$ cat config.mk
export PLATFORM = sky130hd
export DESIGN_NAME = encode_frame_decoder
export DESIGN_NICKNAME = d
export VERILOG_FILES = /design/src/rtl/encode_frame_decoder.sv
export SDC_FILE = /design/constraint.sdc
export NUM_CORES = 1
export LEC_CHECK = 0
export BUFFER_PORTS_ARGS = -buffer_cell sky130_fd_sc_hd__buf_2
export CAP_MARGIN = 20
export CORE_ASPECT_RATIO = 1.5
export CORE_MARGIN = 2
export CORE_UTILIZATION = 40
export CTS_CLUSTER_SIZE = 24
export DETAILED_ROUTE_END_ITERATION = 8
export GPL_TIMING_DRIVEN = 0
export SYNTH_ARGS = -nofsm -noshare
export SYNTH_HDL_FRONTEND = slang
export SYNTH_SLANG_ARGS = --single-unit
export TNS_END_PERCENT = 30
$ cat constraint.sdc
create_clock -name clk_i -period 2.48 [get_ports clk_i]
set_input_delay 0.248 -clock clk_i [delete_from_list [all_inputs] [get_ports clk_i]]
set_output_delay 0.248 -clock clk_i [all_outputs]
set_load 0.05 [all_outputs]
$ cat src/rtl/encode_frame_decoder.sv
// Sync-word decoder for the serial_rx word stream: scan-control flags, encoder
// position frames (sync + ENC_WORDS payload words), payload timeout and counters.
module encode_frame_decoder #(
  parameter int DATA_WIDTH  = 16,
  parameter int ENC_WORDS   = 2,
  parameter int TIMEOUT_CYC = 1024,
  parameter int CNT_WIDTH   = 16,
  parameter logic [DATA_WIDTH-1:0] SYNC_ENCODE     = 'hECDE,
  parameter logic [DATA_WIDTH-1:0] SYNC_SCAN_BEGIN = 'h5A51,
  parameter logic [DATA_WIDTH-1:0] SYNC_SCAN_TEST  = 'h5A53,
  parameter logic [DATA_WIDTH-1:0] SYNC_SCAN_END   = 'h5A50
) (
  input  logic                            clk_i,
  input  logic                            rst_n_i,
  input  logic                            rx_valid_i,
  input  logic [DATA_WIDTH-1:0]           rx_data_i,
  input  logic                            clr_cnt_i,
  output logic                            encode_zero_flag_o,
  output logic                            enc_valid_o,
  output logic [ENC_WORDS*DATA_WIDTH-1:0] enc_data_o,
  output logic                            scan_start_flag_o,
  output logic                            scan_test_flag_o,
  output logic                            frame_err_o,
  output logic [CNT_WIDTH-1:0]            frame_cnt_o,
  output logic [CNT_WIDTH-1:0]            err_cnt_o
);

  localparam int EW = ENC_WORDS * DATA_WIDTH;
  localparam int SW = (ENC_WORDS > 1) ? (ENC_WORDS - 1) * DATA_WIDTH : DATA_WIDTH;
  localparam int TW = $clog2(TIMEOUT_CYC) + 1;
  localparam int IW = 3;

  localparam logic [0:0] ST_IDLE    = 1'b0;
  localparam logic [0:0] ST_PAYLOAD = 1'b1;

  function automatic logic [CNT_WIDTH-1:0] sat_inc(input logic [CNT_WIDTH-1:0] v);
    return (&v) ? v : v + 1'b1;
  endfunction

  logic [0:0]           state_q, state_d;
  logic [IW-1:0]        idx_q, idx_d;
  logic [TW-1:0]        tmo_q, tmo_d;
  logic [SW-1:0]        shadow_q, shadow_d;
  logic [EW-1:0]        shift_w;
  logic [EW-1:0]        enc_data_q, enc_data_d;
  logic                 ezf_q, ezf_d, encv_q, encv_d, ferr_q, ferr_d;
  logic                 start_q, start_d, test_q, test_d;
  logic [CNT_WIDTH-1:0] fcnt_q, fcnt_d, ecnt_q, ecnt_d;
  logic                 frame_inc, err_inc;

  // Shadow keeps only the earlier words; the current word completes the value.
  generate
    if (ENC_WORDS > 1) begin : g_multi
      assign shift_w = {shadow_q, rx_data_i};
    end else begin : g_single
      assign shift_w = rx_data_i;
    end
  endgenerate

  always_comb begin
    state_d    = state_q;
    idx_d      = idx_q;
    tmo_d      = tmo_q;
    shadow_d   = shadow_q;
    enc_data_d = enc_data_q;
    start_d    = start_q;
    test_d     = test_q;
    ezf_d      = 1'b0;
    encv_d     = 1'b0;
    ferr_d     = 1'b0;
    frame_inc  = 1'b0;
    err_inc    = 1'b0;
    case (state_q)
      ST_IDLE: begin
        if (rx_valid_i) begin
          if (rx_data_i == SYNC_ENCODE) begin
            ezf_d   = 1'b1;
            idx_d   = '0;
            tmo_d   = '0;
            state_d = ST_PAYLOAD;
          end else if (rx_data_i == SYNC_SCAN_BEGIN) begin
            start_d = 1'b1;
            test_d  = 1'b0;
          end else if (rx_data_i == SYNC_SCAN_TEST) begin
            start_d = 1'b1;
            test_d  = 1'b1;
          end else if (rx_data_i == SYNC_SCAN_END) begin
            start_d = 1'b0;
          end else begin
            ferr_d  = 1'b1;
            err_inc = 1'b1;
          end
        end
      end
      ST_PAYLOAD: begin
        // A word on the timeout cycle wins over the timeout.
        if (rx_valid_i) begin
          tmo_d    = '0;
          shadow_d = shift_w[SW-1:0];
          if (idx_q == IW'(ENC_WORDS - 1)) begin
            enc_data_d = shift_w;
            encv_d     = 1'b1;
            frame_inc  = 1'b1;
            state_d    = ST_IDLE;
          end else begin
            idx_d = idx_q + 1'b1;
          end
        end else if (tmo_q == TW'(TIMEOUT_CYC - 1)) begin
          ferr_d  = 1'b1;
          err_inc = 1'b1;
          state_d = ST_IDLE;
        end else begin
          tmo_d = tmo_q + 1'b1;
        end
      end
      default: state_d = ST_IDLE;
    endcase
    fcnt_d = clr_cnt_i ? '0 : (frame_inc ? sat_inc(fcnt_q) : fcnt_q);
    ecnt_d = clr_cnt_i ? '0 : (err_inc ? sat_inc(ecnt_q) : ecnt_q);
  end

  always_ff @(posedge clk_i) begin
    if (!rst_n_i) begin
      state_q    <= ST_IDLE;
      idx_q      <= '0;
      tmo_q      <= '0;
      enc_data_q <= '0;
      ezf_q      <= 1'b0;
      encv_q     <= 1'b0;
      ferr_q     <= 1'b0;
      start_q    <= 1'b0;
      test_q     <= 1'b0;
      fcnt_q     <= '0;
      ecnt_q     <= '0;
    end else begin
      state_q    <= state_d;
      idx_q      <= idx_d;
      tmo_q      <= tmo_d;
      enc_data_q <= enc_data_d;
      ezf_q      <= ezf_d;
      encv_q     <= encv_d;
      ferr_q     <= ferr_d;
      start_q    <= start_d;
      test_q     <= test_d;
      fcnt_q     <= fcnt_d;
      ecnt_q     <= ecnt_d;
    end
  end

  always_ff @(posedge clk_i) begin
    shadow_q <= shadow_d;
  end

  assign encode_zero_flag_o = ezf_q;
  assign enc_valid_o        = encv_q;
  assign enc_data_o         = enc_data_q;
  assign scan_start_flag_o  = start_q;
  assign scan_test_flag_o   = test_q;
  assign frame_err_o        = ferr_q;
  assign frame_cnt_o        = fcnt_q;
  assign err_cnt_o          = ecnt_q;

endmodule

Yosys cells after proc, flatten, opt, wreduce, memory -nomap -nowiden

Index checks and enable logic that the tools add are counted.

$add $sub $neg: 4
Equality and inequality tests: 11
Muxes and demuxes: 32
Bitwise gates (word level): 5
Reductions and logical operators: 14

Operators with widths:

| kind                    | count |
|---|---|
| $eq A16 B15 Y1 const B  | 3 |
| $mux W11                | 4 |
| $add A16 B1 Y16 const B | 2 |
| $reduce_and A16 Y1      | 2 |
| $pmux W11 S2            | 1 |
| $mux W1                 | 20 |
| $eq A16 B16 Y1 const B  | 1 |
| $mux W3                 | 4 |
| $reduce_and A4 Y1       | 3 |
| $add A11 B1 Y11 const B | 1 |
| $eq A11 B10 Y1 const B  | 1 |
| $ne A2 B2 Y1 const B    | 4 |
| $pmux W3 S2             | 1 |
| $reduce_and A2 Y1       | 3 |
| $reduce_and A3 Y1       | 2 |
| $not A1 Y1              | 5 |
| $pmux W1 S2             | 2 |
| $reduce_or A2 Y1        | 2 |
| $add A3 B1 Y3 const B   | 1 |
| $eq A3 B1 Y1 const B    | 1 |
| $ne A3 B3 Y1 const B    | 1 |
| $reduce_bool A3 Y1      | 1 |
| $reduce_bool A2 Y1      | 1 |

Bits in registers: 100
Input port bits: 20
Output and inout port bits: 69
Word-level logic and storage cells: 78

Logic depth before layout (Yosys ltp)

Gate-level depths: netlist of the first run.

Depth after elaboration: 8
Gate-level depth with buffers: 9
Mapped depth without buffers: 8

Least setup slack after synthesis of the first run

No wires, ideal clock.

Path type: register to register
From: register ecnt_q[0] (netlist: err_cnt_o[0])
To: register ecnt_q[1] (netlist: err_cnt_o[1])
Setup time: 0.128 ns
Arrival: 2.198 ns
Data required time: 2.352 ns
Path slack: 0.155 ns
Stages on the path, launching flop included: 9
Period minus slack after synthesis: 2.325 ns
Path through: dfxtp_1 > ha_1 > nand3_1 > or3_1 > o21ai_2 > buf_6 > buf_12 > mux2i_1 > nor2_1

Longest elaborated chain between the ends: 3

RTL lines:

| item                                                                    | RTL line | text |
|---|---|---|
| from (decl)                                                             | 48       | `logic [CNT_WIDTH-1:0] fcnt_q, fcnt_d, ecnt_q, ecnt_d;` |
| from (signal assigned)                                                  | 146      | `ecnt_q <= ecnt_d;` |
| parallel branches: the longest is 3 deep, another holds $add A16 B1 Y16 | -        |  |

Parallel ways; which one is timed is not known.
A chain may end at the register's enable or synchronous reset.

Worst setup path after layout of the first run

Same ends and word-level chain as after synthesis.

==> summary.txt, run 1 <==
Status: finished clean
Main synth FF type: dfxtp_1
First drt pass iteration count: 4
Largest net degree at the start of global routing: 18
Syn Nets: 479
Critical Path End Type: flip-flop
Num CTS Buffers: 9
Worst EP arrival: 2.48 ns
RSZ-0062 raised after global routing: false
Final Util: 50.51%
Synth Cell Area: 4308 sq um
Die area: 11630 sq um
Antenna Nets Post-Route: 0
Minimum clock period: 2.257 ns
Post-synth top area cell: dfxtp_1
Slew at the pin closest to its max-slew limit: 0.7544 ns
Ant. Diodes: 0
First-pass GRT wire length: 16570 microns
Final hold violation count: 0
P&R area growth vs syn: 23.50%
Root buffer cell: clkbuf_16
Yosys top cell area share: 39.04%
Critical path's slowest cell: or3_1
Core area: 10530 sq um
Hold path startpoint: rx_data_i[5]
Critical Path Max Stage Delay: 0.50 ns
Worst Path Buf+Inv: 2
All-Layer GR Usage: 18.00%
Post-synthesis cell type count: 56
Critical path required time: 2.70 ns
Via count: 3531
CTS Sinks: 100
Setup WS post-layout: 0.2228 ns
DIE HEIGHT: 131.1 microns
Hold Crit Class: in -> reg
Final #Nets: 578
Port Buf Inserts: 88
Initial antenna violation count: 0
Reg2reg start: err_cnt_o[0]$_SDFFE_PP0P_
Sequential Power Share: 46.2%
Vias per std cell: 5.030
Most numerous cell in the Yosys netlist: nand2_1
Switching Fraction: 19.43%
Total Wirelength: 10060 microns
# H-tree levels: 3
Post-synthesis sequential area ratio: 50.19%
Pwr/cell area: 670.9 nW/um^2
Comb power frac: 3.1%
Max Transition Viols Final: 0
Yosys reg bits: 100
Vias in the first global route: 3365
Max Fanout on Critical Path: 10
Std-Cell Rows: 46
DP Wirelength: 7474 microns
WS Path Type: reg -> reg
Synth top area cells: dfxtp_1 39%, edfxtp_1 11%, nand2_1 7.9%, a21boi_0 5.8%, xor2_1 3.7%
Cells along the critical path: ha_1, nand3_1, or3_1, o21ai_2, buf_6, buf_12, mux2i_1, nor2_1
Max-Cap Viols: 0
Peak VDD IR: 0.0005048 V
Post-synth EDFFs: 16
Kind of cell adding the most delay to the critical path: simple AND/OR/NAND/NOR gates
Async SR Flop Fraction: 0%
# setup viols final: 0
Initial DRC count: 79
Layout cells sized above 1: 21.15%
Die width: 88.74 microns
Worst skew pair latency: 0.34 ns
Effective utilization at floorplan: 40.90%
Post-CTS Hold Fix Bufs: 0
Pwr Total: 3.569 mW
R2r setup slk: 0.22 ns
Slew HR: 49.05%
Most frequent cells after synthesis: 91 x nand2_1, 84 x dfxtp_1, 33 x a21boi_0
Avg Inst Size Synth: 9.489 sq um
Setup crit start: err_cnt_o[0]$_SDFFE_PP0P_
Setup_tns: 0 ns
Routed len/inst: 14.33 microns
Clk network pwr share: 50.7%
Post-route DRC: 0
Psw: 0.6936 mW
DP Worst Slack: 0.08605 ns
Overflow after GRT: 0
Clock Skews: 0.005183 ns
YS warnings: 0
LEAKAGE: 2.047 nW
Clk pin slew, worst setup/hold paths: 0.07 ns
Postcts setup bufs: 0
TritonCTS clock tree: yes
IO Pins: 89
Max Root-Sink Buffers: 2
CP Launch Type: flip-flop
Final Cycle Share: 91.02%
Max Freq: 0.4430 GHz
P_int: 2.875 mW
Placer Congestion: 0.7790
Syn Inst Count: 454
## cell usage in the layout, fill, tap and decap left out, drive strengths merged, types with 3 or more instances in the layout
cell	count
o21a	4
and3	8
and2	6
clkbuf	23
nand2b	3
or3	3
a21boi	35
nor2	31
dfxtp	84
buf	93
nand4	11
xnor2	8
a21oi	17
a211oi	3
o21ai	7
nand4bb	3
edfxtp	16
xor2	18
inv	5
mux2i	4
bufinv	5
nor4b	4
or4	9
nand2	91
nor2b	5
and4	4
nand3	20
o31ai	9
ha	5
nor4	3
## metal layers
layer  track usage [%]  routed length [microns]  vias up
met5                 0                        0        -
met4             5.892                      193        0
met3             3.769                      348       15
met2             30.47                     5090       62
met1             22.29                     4429     1650
li1                  -                        -     1804
## state kept, by name, summed over array words and instances, names as in the netlist
| register | flops |
|---|---|
| scan_start_flag_o | 1 |
| scan_test_flag_o | 1 |
| frame_err_o | 1 |
| state_q | 1 |
| enc_valid_o | 1 |
| encode_zero_flag_o | 1 |
| tmo_q | 11 |
| shadow_q | 16 |
| idx_q | 3 |
| err_cnt_o | 16 |
| enc_data_o | 32 |
| frame_cnt_o | 16 |
## cells by family after synthesis
group | Yosys count | share of synthesized area [%]
compound gates | 82 | 13.19
xor+xnor | 26 | 5.286
fa+ha+maj | 5 | 1.452
buf+inv | 24 | 2.701
flops | 100 | 50.19
mux | 4 | 0.9295
simple gates | 213 | 26.26
## power by group through the flow
stage | combinational (mW) | sequential [mW] | clock [mW]
global route | 0.121 | 1.65 | 1.90
floorplan | 0.0536 | 1.69 | 0
detailed placement | 0.112 | 1.69 | 0
CTS | 0.112 | 1.65 | 1.84
finish | 0.111 | 1.65 | 1.81
global placement | 0.111 | 1.69 | 0
## worst paths after layout
kind | to | depth (start not counted)
min reg2reg | enc_data_o[15]$_SDFFE_PN0P_ | 2
min | shadow_q[5]$_DFFE_PP_ | 1
max | err_cnt_o[1]$_SDFFE_PP0P_ | 8
max reg2reg | err_cnt_o[1]$_SDFFE_PP0P_ | 8
## cell type report
cell class | count | area, sq um
timing repair buffer | 88 | 440.4
tap | 144 | 180.2
sequential | 100 | 2162
inverter | 5 | 18.77
clock buffer | 9 | 225.2
clock inverter | 7 | 162.7
fill | 980 | 5213
multi-input combinational | 330 | 2033
buffer | 19 | 97.59
## what timing repair did
action / in CTS / in global routing
setup endpoints to repair: 0 / 2
endpoints found under the hold margin: 0 / 0
gates resized for setup: 0 / 1
## stage by stage
step                std cells  hold WS (ns)  area (sq um)
finish                    702        0.1195          5320
CTS                       702        0.1070          5316
floorplan                 454        0.3469          4308
global route              702        0.1122          5320
detailed placement        686        0.4546          4928
global placement          686        0.4459          4928
No activity file was read; power rests on OpenSTA's default activity.
==> run 2: changes to the inputs <==
- ABC_AREA: default -> 1
- SKIP_CTS_REPAIR_TIMING: default -> 1
==> run 2 against run 1 <==
Effect of this change: routed wire length up 19%; clock skew is 0.0034 ns higher; maximum frequency grew 12%; largest power group is now sequential cells; combinational power about the same; worst setup slack improved by 0.24 ns; utilization fell by 1.2 points.
==> summary.txt, run 2 <==
Status: finished clean
Setup_tns: 0 ns
Max Freq: 0.4950 GHz
TritonCTS clock tree: yes
Vias in the first global route: 4202
Final Cycle Share: 81.47%
Commonest cells after routing, fill and taps aside: 104 x nand2_1, 104 x nor2_1, 91 x buf_2, 84 x dfxtp_1, 54 x inv_1
Post-Layout Cell Count: 849
Die area: 12240 sq um
Peak VDD IR: 0.0003211 V
DIE HEIGHT: 134.5 microns
First-pass GRT wire length: 19860 microns
Effective utilization at floorplan: 41.09%
Vias per std cell: 5.068
Largest net degree at the start of global routing: 19
Synth top area cells: dfxtp_1 37%, edfxtp_1 11%, nand2_1 8.6%, nor2_1 8.6%, nand3_1 5.0%
Slew at the pin closest to its max-slew limit: 0.7509 ns
Syn Inst Count: 599
Core area: 11060 sq um
Clk pin slew, worst setup/hold paths: 0.07 ns
Post-synthesis cell type count: 35
Post-synth top area cell: dfxtp_1
Synth Cell Area: 4543 sq um
Post-synthesis sequential area ratio: 47.59%
DP Wirelength: 9201 microns
Root buffer cell: clkbuf_16
Max Root-Sink Buffers: 2
LEAKAGE: 2.332 nW
Post-route DRC: 0
Avg Inst Size Synth: 7.584 sq um
# setup viols final: 0
Die width: 91.02 microns
Fillers: 1148
Minimum clock period: 2.020 ns
WS Path Type: reg -> reg
Placed Cells: 833
Yosys reg bits: 100
Main synth FF type: dfxtp_1
Placer Congestion: 0.8519
Hold depth: 1
Num CTS Buffers: 9
Critical path destination: err_cnt_o[0]$_SDFFE_PP0P_
Via count: 4303
Ant. Diodes: 0
Clock Skews: 0.008602 ns
All-Layer GR Usage: 20.15%
Pwr/cell area: 574.6 nW/um^2
RSZ-0062 raised after global routing: false
R2R cell count: 7
# H-tree levels: 3
Hold Crit Class: in -> reg
Most frequent cells after synthesis: 104 x nand2_1, 104 x nor2_1, 84 x dfxtp_1
Routed len/inst: 14.16 microns
Max Transition Viols Final: 0
Final #Nets: 722
P&R area growth vs syn: 20.05%
Max Fanout on Critical Path: 10
Total Wirelength: 12020 microns
Initial antenna violation count: 0
Worst EP arrival: 2.27 ns
Syn Nets: 624
First drt pass iteration count: 4
Met1 usage: 20.78%
Reg2reg start: err_cnt_o[0]$_SDFFE_PP0P_
Critical path required time: 2.73 ns
Multi-input gate area: 2072 sq um
R2r endpoint: err_cnt_o[0]$_SDFFE_PP0P_
CP Launch Type: flip-flop
IO Pins: 89
Yosys top cell area share: 37.01%
Setup crit start: err_cnt_o[0]$_SDFFE_PP0P_
Post-synth EDFFs: 16
Worst skew pair latency: 0.35 ns
Initial DRC count: 141
Async SR Flop Fraction: 0%
Final hold violation count: 0
M3 GR Usage: 4.632%
Port Buf Inserts: 87
Max FFs per register: 32
Layout cells sized above 1: 19.23%
YS warnings: 0
Slew HR: 49.88%
R2r setup slk: 0.46 ns
Critical Path End Type: flip-flop
Area occupied by registers: 2162 sq um
Max-Cap Viols: 0
Grt met2 use: 39.05%
CTS Sinks: 100
Overflow after GRT: 0
Antenna Nets Post-Route: 0
Global routing's busiest layer: met2
Std-Cell Rows: 47
==> run 2: critical path: stages (launching register included) <==
cell     delay (ns)
dfxtp_1        0.41
ha_1           0.26
nand2_1        0.11
nor2_2         0.39
nand4_4        0.25
buf_2          0.26
a21oi_1        0.17
nor2_1         0.06
==> run 2: metrics by stage <==
stage               hold slack (ns)  setup WS [ns]  total power, mW  utilization, %  cell area (sq um)
floorplan                    0.3469         0.4080            1.745               -               4543
global placement             0.4423         0.4669            1.798           46.70               5162
detailed placement           0.4399         0.5051            1.799           46.70               5162
CTS                          0.1061         0.4655            3.165           49.33               5454
global route                0.09467         0.2679            3.248           49.33               5454
finish                       0.1100         0.4596            3.134           49.33               5454
==> run 2: cells by family (layout without fill, tap and decap cells) <==
group / Yosys count / in the layout / synth area share, %
adders and majority gates: 5 / 5 / 1.377
AOI/OAI and AO/OA: 108 / 108 / 13.16
DFF: 100 / 100 / 47.59
and+or+nand+nor: 295 / 295 / 28.56
xor gates and xnor gates: 13 / 13 / 2.506
buffers and inverters: 78 / 181 / 6.802
==> run 2: worst min-delay path by stage <==
stage	slack (ns)	startpoint	to
floorplan	0.35	rx_data_i[0]	shadow_q[0]$_DFFE_PP_
global placement	0.44	tmo_q[10]$_SDFFE_PN0P_	tmo_q[10]$_SDFFE_PN0P_
detailed placement	0.44	tmo_q[10]$_SDFFE_PN0P_	tmo_q[10]$_SDFFE_PN0P_
CTS	0.11	rx_data_i[10]	shadow_q[10]$_DFFE_PP_
global route	0.09	rx_data_i[10]	shadow_q[10]$_DFFE_PP_
finish	0.11	rx_data_i[10]	shadow_q[10]$_DFFE_PP_
==> run 2: metal layers <==
layer  vias to the layer above  share of wire [%]
met1                      2007                 39
met4                         0                1.7
li1                       2168                  -
met2                       113                 55
met3                        15                4.7
met5                         -                  0
==> run 2: area by class of cell <==
class / count / area share [%]
tap: 147 / 3.372
clock inverter: 6 / 0.9635
timing repair buffer: 87 / 7.983
clock buffer: 10 / 4.382
sequential: 100 / 39.64
buffer: 20 / 1.675
inverter: 58 / 3.992
multi-input combinational: 421 / 37.99
==> run 2: power by group <==
group          leakage, nW  internal, mW  switching [mW]
Sequential           0.820          1.65         0.00173
Clock                0.144         0.724           0.649
Combinational         1.37        0.0296          0.0826
Total                 2.33          2.40           0.733
